## src/rtl/tqvp_host_pkg.sv

```systemverilog
// Shared types and command-byte field positions for the TinyQV byte-peripheral host.
package tqvp_host_pkg;

    typedef enum logic [2:0] {
        IDLE,
        WDATA,
        WSTROBE,
        RCAP,
        RRSP
    } state_e;

    localparam int unsigned CMD_DIR_BIT  = 7;
    localparam int unsigned CMD_LEN_MSB  = 6;
    localparam int unsigned CMD_LEN_LSB  = 4;
    localparam int unsigned CMD_ADDR_MSB = 3;

endpackage

```

## src/rtl/tqvp_byte_host.sv

```systemverilog
// Byte-stream bus initiator: turns command/data bytes into byte-peripheral reads and writes.
// Every output is driven straight from a register.
module tqvp_byte_host
    import tqvp_host_pkg::*;
(
    input  logic       clk,
    input  logic       rst_n,
    input  logic       cmd_valid,
    output logic       cmd_ready,
    input  logic [7:0] cmd_data,
    output logic       rsp_valid,
    input  logic       rsp_ready,
    output logic [7:0] rsp_data,
    output logic       busy,
    output logic [3:0] periph_address,
    output logic       periph_data_write,
    output logic [7:0] periph_data_in,
    input  logic [7:0] periph_data_out
);

    state_e     r_state;
    logic [2:0] r_remaining;
    logic [3:0] r_address;
    logic [7:0] r_data_in;
    logic       r_write;
    logic       r_rsp_valid;
    logic [7:0] r_rsp_data;
    logic       r_busy;
    logic       r_cmd_ready;
    logic       w_cmd_hs;
    logic       w_rsp_hs;

    assign w_cmd_hs = cmd_valid & r_cmd_ready;
    assign w_rsp_hs = r_rsp_valid & rsp_ready;

    always_ff @(posedge clk) begin
        if (!rst_n) begin
            r_state     <= IDLE;
            r_remaining <= 3'd0;
            r_address   <= 4'd0;
            r_data_in   <= 8'd0;
            r_write     <= 1'b0;
            r_rsp_valid <= 1'b0;
            r_rsp_data  <= 8'd0;
            r_busy      <= 1'b0;
            r_cmd_ready <= 1'b1;
        end else begin
            unique case (r_state)
                IDLE: begin
                    if (w_cmd_hs) begin
                        r_address   <= cmd_data[CMD_ADDR_MSB:0];
                        r_remaining <= cmd_data[CMD_LEN_MSB:CMD_LEN_LSB];
                        r_busy      <= 1'b1;
                        if (cmd_data[CMD_DIR_BIT]) begin
                            r_state <= WDATA;
                        end else begin
                            r_state     <= RCAP;
                            r_cmd_ready <= 1'b0;
                        end
                    end
                end
                WDATA: begin
                    // Bit 7 of a byte taken here is data; no command decode in this state.
                    if (w_cmd_hs) begin
                        r_data_in   <= cmd_data;
                        r_write     <= 1'b1;
                        r_cmd_ready <= 1'b0;
                        r_state     <= WSTROBE;
                    end
                end
                WSTROBE: begin
                    r_write     <= 1'b0;
                    r_address   <= r_address + 4'd1;
                    r_cmd_ready <= 1'b1;
                    if (r_remaining == 3'd0) begin
                        r_state <= IDLE;
                        r_busy  <= 1'b0;
                    end else begin
                        r_remaining <= r_remaining - 3'd1;
                        r_state     <= WDATA;
                    end
                end
                RCAP: begin
                    // Address was registered last cycle, so data_out has settled.
                    r_rsp_data  <= periph_data_out;
                    r_rsp_valid <= 1'b1;
                    r_state     <= RRSP;
                end
                RRSP: begin
                    if (w_rsp_hs) begin
                        r_rsp_valid <= 1'b0;
                        r_address   <= r_address + 4'd1;
                        if (r_remaining == 3'd0) begin
                            r_state     <= IDLE;
                            r_busy      <= 1'b0;
                            r_cmd_ready <= 1'b1;
                        end else begin
                            r_remaining <= r_remaining - 3'd1;
                            r_state     <= RCAP;
                        end
                    end
                end
                default: r_state <= IDLE;
            endcase
        end
    end

    assign cmd_ready         = r_cmd_ready;
    assign rsp_valid         = r_rsp_valid;
    assign rsp_data          = r_rsp_data;
    assign busy              = r_busy;
    assign periph_address    = r_address;
    assign periph_data_write = r_write;
    assign periph_data_in    = r_data_in;

endmodule

```

## config.mk

```make
export PLATFORM = sky130hd
export DESIGN_NAME = tqvp_byte_host
export DESIGN_NICKNAME = d
export VERILOG_FILES = /design/src/rtl/tqvp_host_pkg.sv /design/src/rtl/tqvp_byte_host.sv
export SDC_FILE = /design/constraint.sdc
export NUM_CORES = 1
export LEC_CHECK = 0
export CAP_MARGIN = 10
export CORE_ASPECT_RATIO = 1.4
export CORE_MARGIN = 2
export CORE_UTILIZATION = 46
export CTS_CLUSTER_DIAMETER = 30
export DETAILED_ROUTE_END_ITERATION = 6
export PLACE_DENSITY = 0.88
export SYNTH_ARGS = -nofsm -noshare
export SYNTH_HDL_FRONTEND = slang
export SYNTH_SLANG_ARGS = --single-unit
```

## constraint.sdc

```tcl
create_clock -name clk -period 2.1 [get_ports clk]
set_input_delay 0.63 -clock clk [delete_from_list [all_inputs] [get_ports clk]]
set_output_delay 0.63 -clock clk [all_outputs]
set_load 0.02 [all_outputs]
```

After elaboration in Yosys (flattened, before gate mapping). Index checks and enable logic that the tools add are counted.

Mux-type cells: 27. Add/sub/neg operators: 2. Reductions and logical operators: 12. Eq/ne operators: 9. Bitwise operators: 2.

Operators with widths (number): $mux 3 (6); $pmux 3 s5 (1); $pmux 4 s3 (1); $mux 1 (10); $ne 2x2->1 const B (5); $pmux 3 s3 (1); $mux 4 (2); $eq 3x2->1 const B (2); $logic_not 3->1 (2); $reduce_and 2->1 (3); $reduce_and 3->1 (2); $reduce_and 6->1 (1); $add 4x1->4 const B (1); $mux 2 (2); $pmux 1 s2 (2); $pmux 1 s4 (1); $reduce_bool 2->1 (2); $reduce_bool 4->1 (1); $eq 3x1->1 const B (1); $eq 3x3->1 const B (1); $pmux 1 s3 (1); $reduce_bool 3->1 (1); $sub 3x1->3 const B (1); $and 1x1->1 (2).

Word-level logic and storage cells: 61. Output and inout bits: 24. Input port bits: 20. Bits in registers: 30.

Longest topological paths before layout. Gate-level depths: netlist of run 1.

Depth after elaboration: 4. Gate-level depth with buffers: 7. Gate-level depth less buffers: 7.

Least setup slack after synthesis of run 1. OpenSTA, ideal clock, no wires.

Kind: register -> register. Start point: register r_remaining[0]. End point: register r_remaining[1]. Path slack: 0.482 ns. Arrival time: 1.546 ns. Path buffers: 0. Cell stages (with the launch flop): 8. Required time: 2.028 ns. Clock period less this slack: 1.618 ns. Setup time: 0.072 ns. Cell sequence: dfxtp_1 -> inv_1 -> ha_1 -> ha_1 -> or3b_1 -> o221ai_1 -> and2b_2 -> mux2i_1.

Longest elaborated chain between the ends: 4. Elaborated cells on any way between the ends: 5. Those cells by class: add/sub: 1; mux: 3; reduce/logical: 1.

RTL lines: start, declared (RTL line tqvp_byte_host.sv:22) `logic [2:0] r_remaining;`; start signal, assigned (RTL line tqvp_byte_host.sv:52) `r_remaining <= cmd_data[CMD_LEN_MSB:CMD_LEN_LSB];`; start signal, assigned (RTL line tqvp_byte_host.sv:79) `r_remaining <= r_remaining - 3'd1;`; start signal, assigned (RTL line tqvp_byte_host.sv:98) `r_remaining <= r_remaining - 3'd1;`; $sub 3x1->3 / $logic_not 3->1 (equally long branches); $mux 3 (*) (RTL line tqvp_byte_host.sv:75, tqvp_byte_host.sv:93); $mux 3 (RTL line tqvp_byte_host.sv:90) `if (w_rsp_hs) begin`; $pmux 3 s3 (*) (RTL line tqvp_byte_host.sv:48) `unique case (r_state)`.

Mark *: on every way between the ends. The rest lies on a longest branch, timed or not. The select of a mux whose other input is x is not followed. A chain may end at the register's enable or synchronous reset.

Worst setup path after layout of run 1.
Start point: register r_cmd_ready (netlist: cmd_ready). End point: output cmd_ready.

RTL lines: start, declared (RTL line tqvp_byte_host.sv:29) `logic r_cmd_ready;`; start signal, assigned (RTL line tqvp_byte_host.sv:46) `r_cmd_ready <= 1'b1;`; start signal, assigned (RTL line tqvp_byte_host.sv:58) `r_cmd_ready <= 1'b0;`; start signal, assigned (RTL line tqvp_byte_host.sv:67) `r_cmd_ready <= 1'b0;`; end, declared (RTL line tqvp_byte_host.sv:9) `output logic cmd_ready,`.

No word-level cell between the ends.

==> results.toml, run 1 <==
[synth]
synth_edf_count = 0
compound_gate_portion_of_the_synthesized_area_pct = 19.4
post_synth_most_frequent_cells = "sky130_fd_sc_hd__dfxtp_1 (30), sky130_fd_sc_hd__nand2_1 (20), sky130_fd_sc_hd__mux2i_1 (11)"
synth_xor_area_share_pct = 1.86
yosys.cell_types.count = 41
synth_cells = 161
post-synth-top-count-cell = "sky130_fd_sc_hd__dfxtp_1"
seq_area_frac_synth_pct = 40.7
yosys.area_share.simple_pct = 22.5
net_count_synth = 184
yosys_warnings = 0
synth-adder-area-share_pct = 2.54
yosys-mux-area-fraction_pct = 7.46
synth_top_family_by_area = "simple AND/OR/NAND/NOR gates"
synth.avg_cell_area_um2 = 9.17
synthArstFlopShare_pct = 0
yosys.area.top_type = "sky130_fd_sc_hd__dfxtp_1"
mappedNetlistArea_mm2 = 0.00148
synth-seq-cells = 30
synth.top_cells.by_area = "sky130_fd_sc_hd__dfxtp_1 (41%), sky130_fd_sc_hd__mux2i_1 (7.5%), sky130_fd_sc_hd__a21boi_0 (5.1%)"
synth.top_cell.area_share_pct = 40.7
postSynth.topFlopCell = "sky130_fd_sc_hd__dfxtp_1"

[floorplan]
die_h_um = 71.0
initial_core_util_pct = 47.7
chipWidth_um = 51.9
floorplan.rows = 24
design.core.area_mm2 = 0.00309
boundaryPins = 44
fp.dieArea_mm2 = 0.00369

[timing]
setup_viol_count_final = 0
clock-skew-final_ns = 0.00421
finalHoldWorstSlack_ns = 0.461
worst_slew_margin_pct = 59.4
max_freq_ghz = 0.501
final-hold-violation-count = 0
period_utilisation_layout_pct = 95.0
setup_total_neg_slack_ns = 0
grt_setup_unrepaired = "false"
worstMarginPinSlew_ns = 0.609
number_of_max_slew_violations_in_the_final_report = 0
layout_min_cycle_time_ns = 1.99

[worst_setup_path]
setup.worst_path.start_class = "flop"
worstPathCellList = "clkdlybuf4s50_1"
critical_path_arrival_ns = 1.36
setup.worst_path.class = "reg -> out"
slowest_delay_ns = 0.65
cp_max_fo = 6
cp.buffers_inverters = 1
critical_path.top_delay_family = "buffers and inverters"
cp_data_required_time_ns = 1.47
worst_setup_path_end_kind = "primary output"
crit_slowest_cell = "sky130_fd_sc_hd__clkdlybuf4s50_1"

[clock_tree]
clock_tree_buffer_depth = 2
worst_skew_late_latency_ns = 0.28
tritoncts_clock_tree = "yes"
numClockSinks = 30
post_cts_resize_count = 0
cts_buffers = 5
hold_buffers = 0
post-cts-setup-buffers = 0
h-tree-depth = 2
cts.reportedPaths.clkPinSlew_ns = 0.06
buffer_cell_driving_the_clock_tree_root = "sky130_fd_sc_hd__clkbuf_8"

[pwr]
ir_drop_v = 0.000564
p_total_mw = 1.40
power.static_leakage_nw = 0.832
cellPowerDensity_mw_per_mm2 = 688

[job]
maxCapViolations = 0

[layout]
area.growth.synth_to_final_pct = 38.1
post-route-util_pct = 65.9
final_layout_size_suffix_gt1_share_pct = 8.25
layout.nets = 229
diodes = 0

[place]
gp_congestion = 0.797
detailed_place_hpwl_mm = 2.25
numPortBuffers = 43

[drt]
wirelength_mm = 3.13
wire_per_inst_um = 12.8
dr.first_iter.drc_count = 33
drc = 0
dr.pass1.iters = 4
vias_per_cell = 5.22
num_vias = 1279
drt.antenna.violating_nets = 0

[global_route]
grt_antenna_before_repair = 0
globalRoute.totalOverflow = 0
grt_max_degree = 36
groute.usage.overall_pct = 19.4
grt_first_pass_wirelength_mm = 5.44
first_global_vias = 1278

[hold_path]
tightest_hold_check_type = "reg -> reg"

[run_status]
status = "completed"
## through the flow
stage	area, um^2	std cells	setup WS, ns
after floorplan	1480	161	0.482
final	2040	245	0.105
after detailed placement	1960	238	0.0131
after global routing	2040	245	0.0436
after CTS	2040	245	0.0985
after global placement	1960	238	0.0804
## cell type report
type / count / area [um^2]
inverters: 7 / 26.3
fillers: 269 / 1050
flip-flops and latches: 30 / 601
well taps: 39 / 48.8
clock buffers: 7 / 76.3
repair buffers: 48 / 493
multi-input cells: 114 / 793
## cells by family (layout without fill, tap and decap cells)
group / count (synthesis) / count (layout)
DFF: 30 / 30
buffers and inverters: 17 / 62
muxes: 11 / 11
adders and majority gates: 3 / 3
and+or+nand+nor: 59 / 59
xor gates and xnor gates: 1 / 1
AOI/OAI and AO/OA: 40 / 40
## state kept, by name, summed over array words and instances, names as in the netlist, 3 cells and up
| register | flops |
|---|---|
| r_remaining | 3 |
| periph_address | 4 |
| periph_data_in | 8 |
| rsp_data | 8 |
| r_state | 3 |
## layer usage
metal,GRT usage [%],share of wire (%),vias to the layer above
met5,0,0,-
met4,9.94,2.0,0
met3,6.54,4.8,5
met2,30.9,51,34
met1,22.7,42,588
li1,-,-,652
## cells in the final DEF, fill, tap and decap left out, types with 2 or more instances in the layout
cell	n
sky130_fd_sc_hd__a21boi_0	10
sky130_fd_sc_hd__a21boi_1	2
sky130_fd_sc_hd__a21oi_1	7
sky130_fd_sc_hd__and2_1	3
sky130_fd_sc_hd__buf_12	2
sky130_fd_sc_hd__buf_4	3
sky130_fd_sc_hd__clkbuf_1	2
sky130_fd_sc_hd__clkbuf_8	5
sky130_fd_sc_hd__clkdlybuf4s50_1	43
sky130_fd_sc_hd__dfxtp_1	30
sky130_fd_sc_hd__ha_1	3
sky130_fd_sc_hd__inv_1	7
sky130_fd_sc_hd__mux2i_1	11
sky130_fd_sc_hd__nand2_1	20
sky130_fd_sc_hd__nand2b_1	2
sky130_fd_sc_hd__nand3_1	10
sky130_fd_sc_hd__nor2_1	2
sky130_fd_sc_hd__nor2b_1	10
sky130_fd_sc_hd__o21a_1	3
sky130_fd_sc_hd__o21ai_0	3
sky130_fd_sc_hd__o221ai_1	3
sky130_fd_sc_hd__o22ai_1	2
sky130_fd_sc_hd__or2_1	3
## worst paths after layout
| path | from | to | slack (ns) | cells after the start |
|---|---|---|---|---|
| worst max-delay path | cmd_ready$_SDFFE_PN1P_ | cmd_ready | 0.11 | 1 |
| worst min register to register | r_remaining[1]$_SDFFE_PN0P_ | r_remaining[1]$_SDFFE_PN0P_ | 0.46 | 2 |
| worst max register to register | r_remaining[0]$_SDFFE_PN0P_ | r_remaining[2]$_SDFFE_PN0P_ | 0.30 | 7 |
| worst min-delay path | r_remaining[1]$_SDFFE_PN0P_ | r_remaining[1]$_SDFFE_PN0P_ | 0.46 | 2 |
## power breakdown
group	internal [mW]	leakage (nW)	total, mW	switching [mW]
Combinational	0.172	0.549	0.328	0.156
Clock	0.227	0.0383	0.427	0.200
Sequential	0.606	0.244	0.647	0.0412
(Power assumes the default switching activity.)
==> run 2: changes to the inputs <==
Settings changed: CAP_MARGIN 10 to 30.
==> results of run 2 <==
Final layout, timing and power as in run 1 (identical DEF).
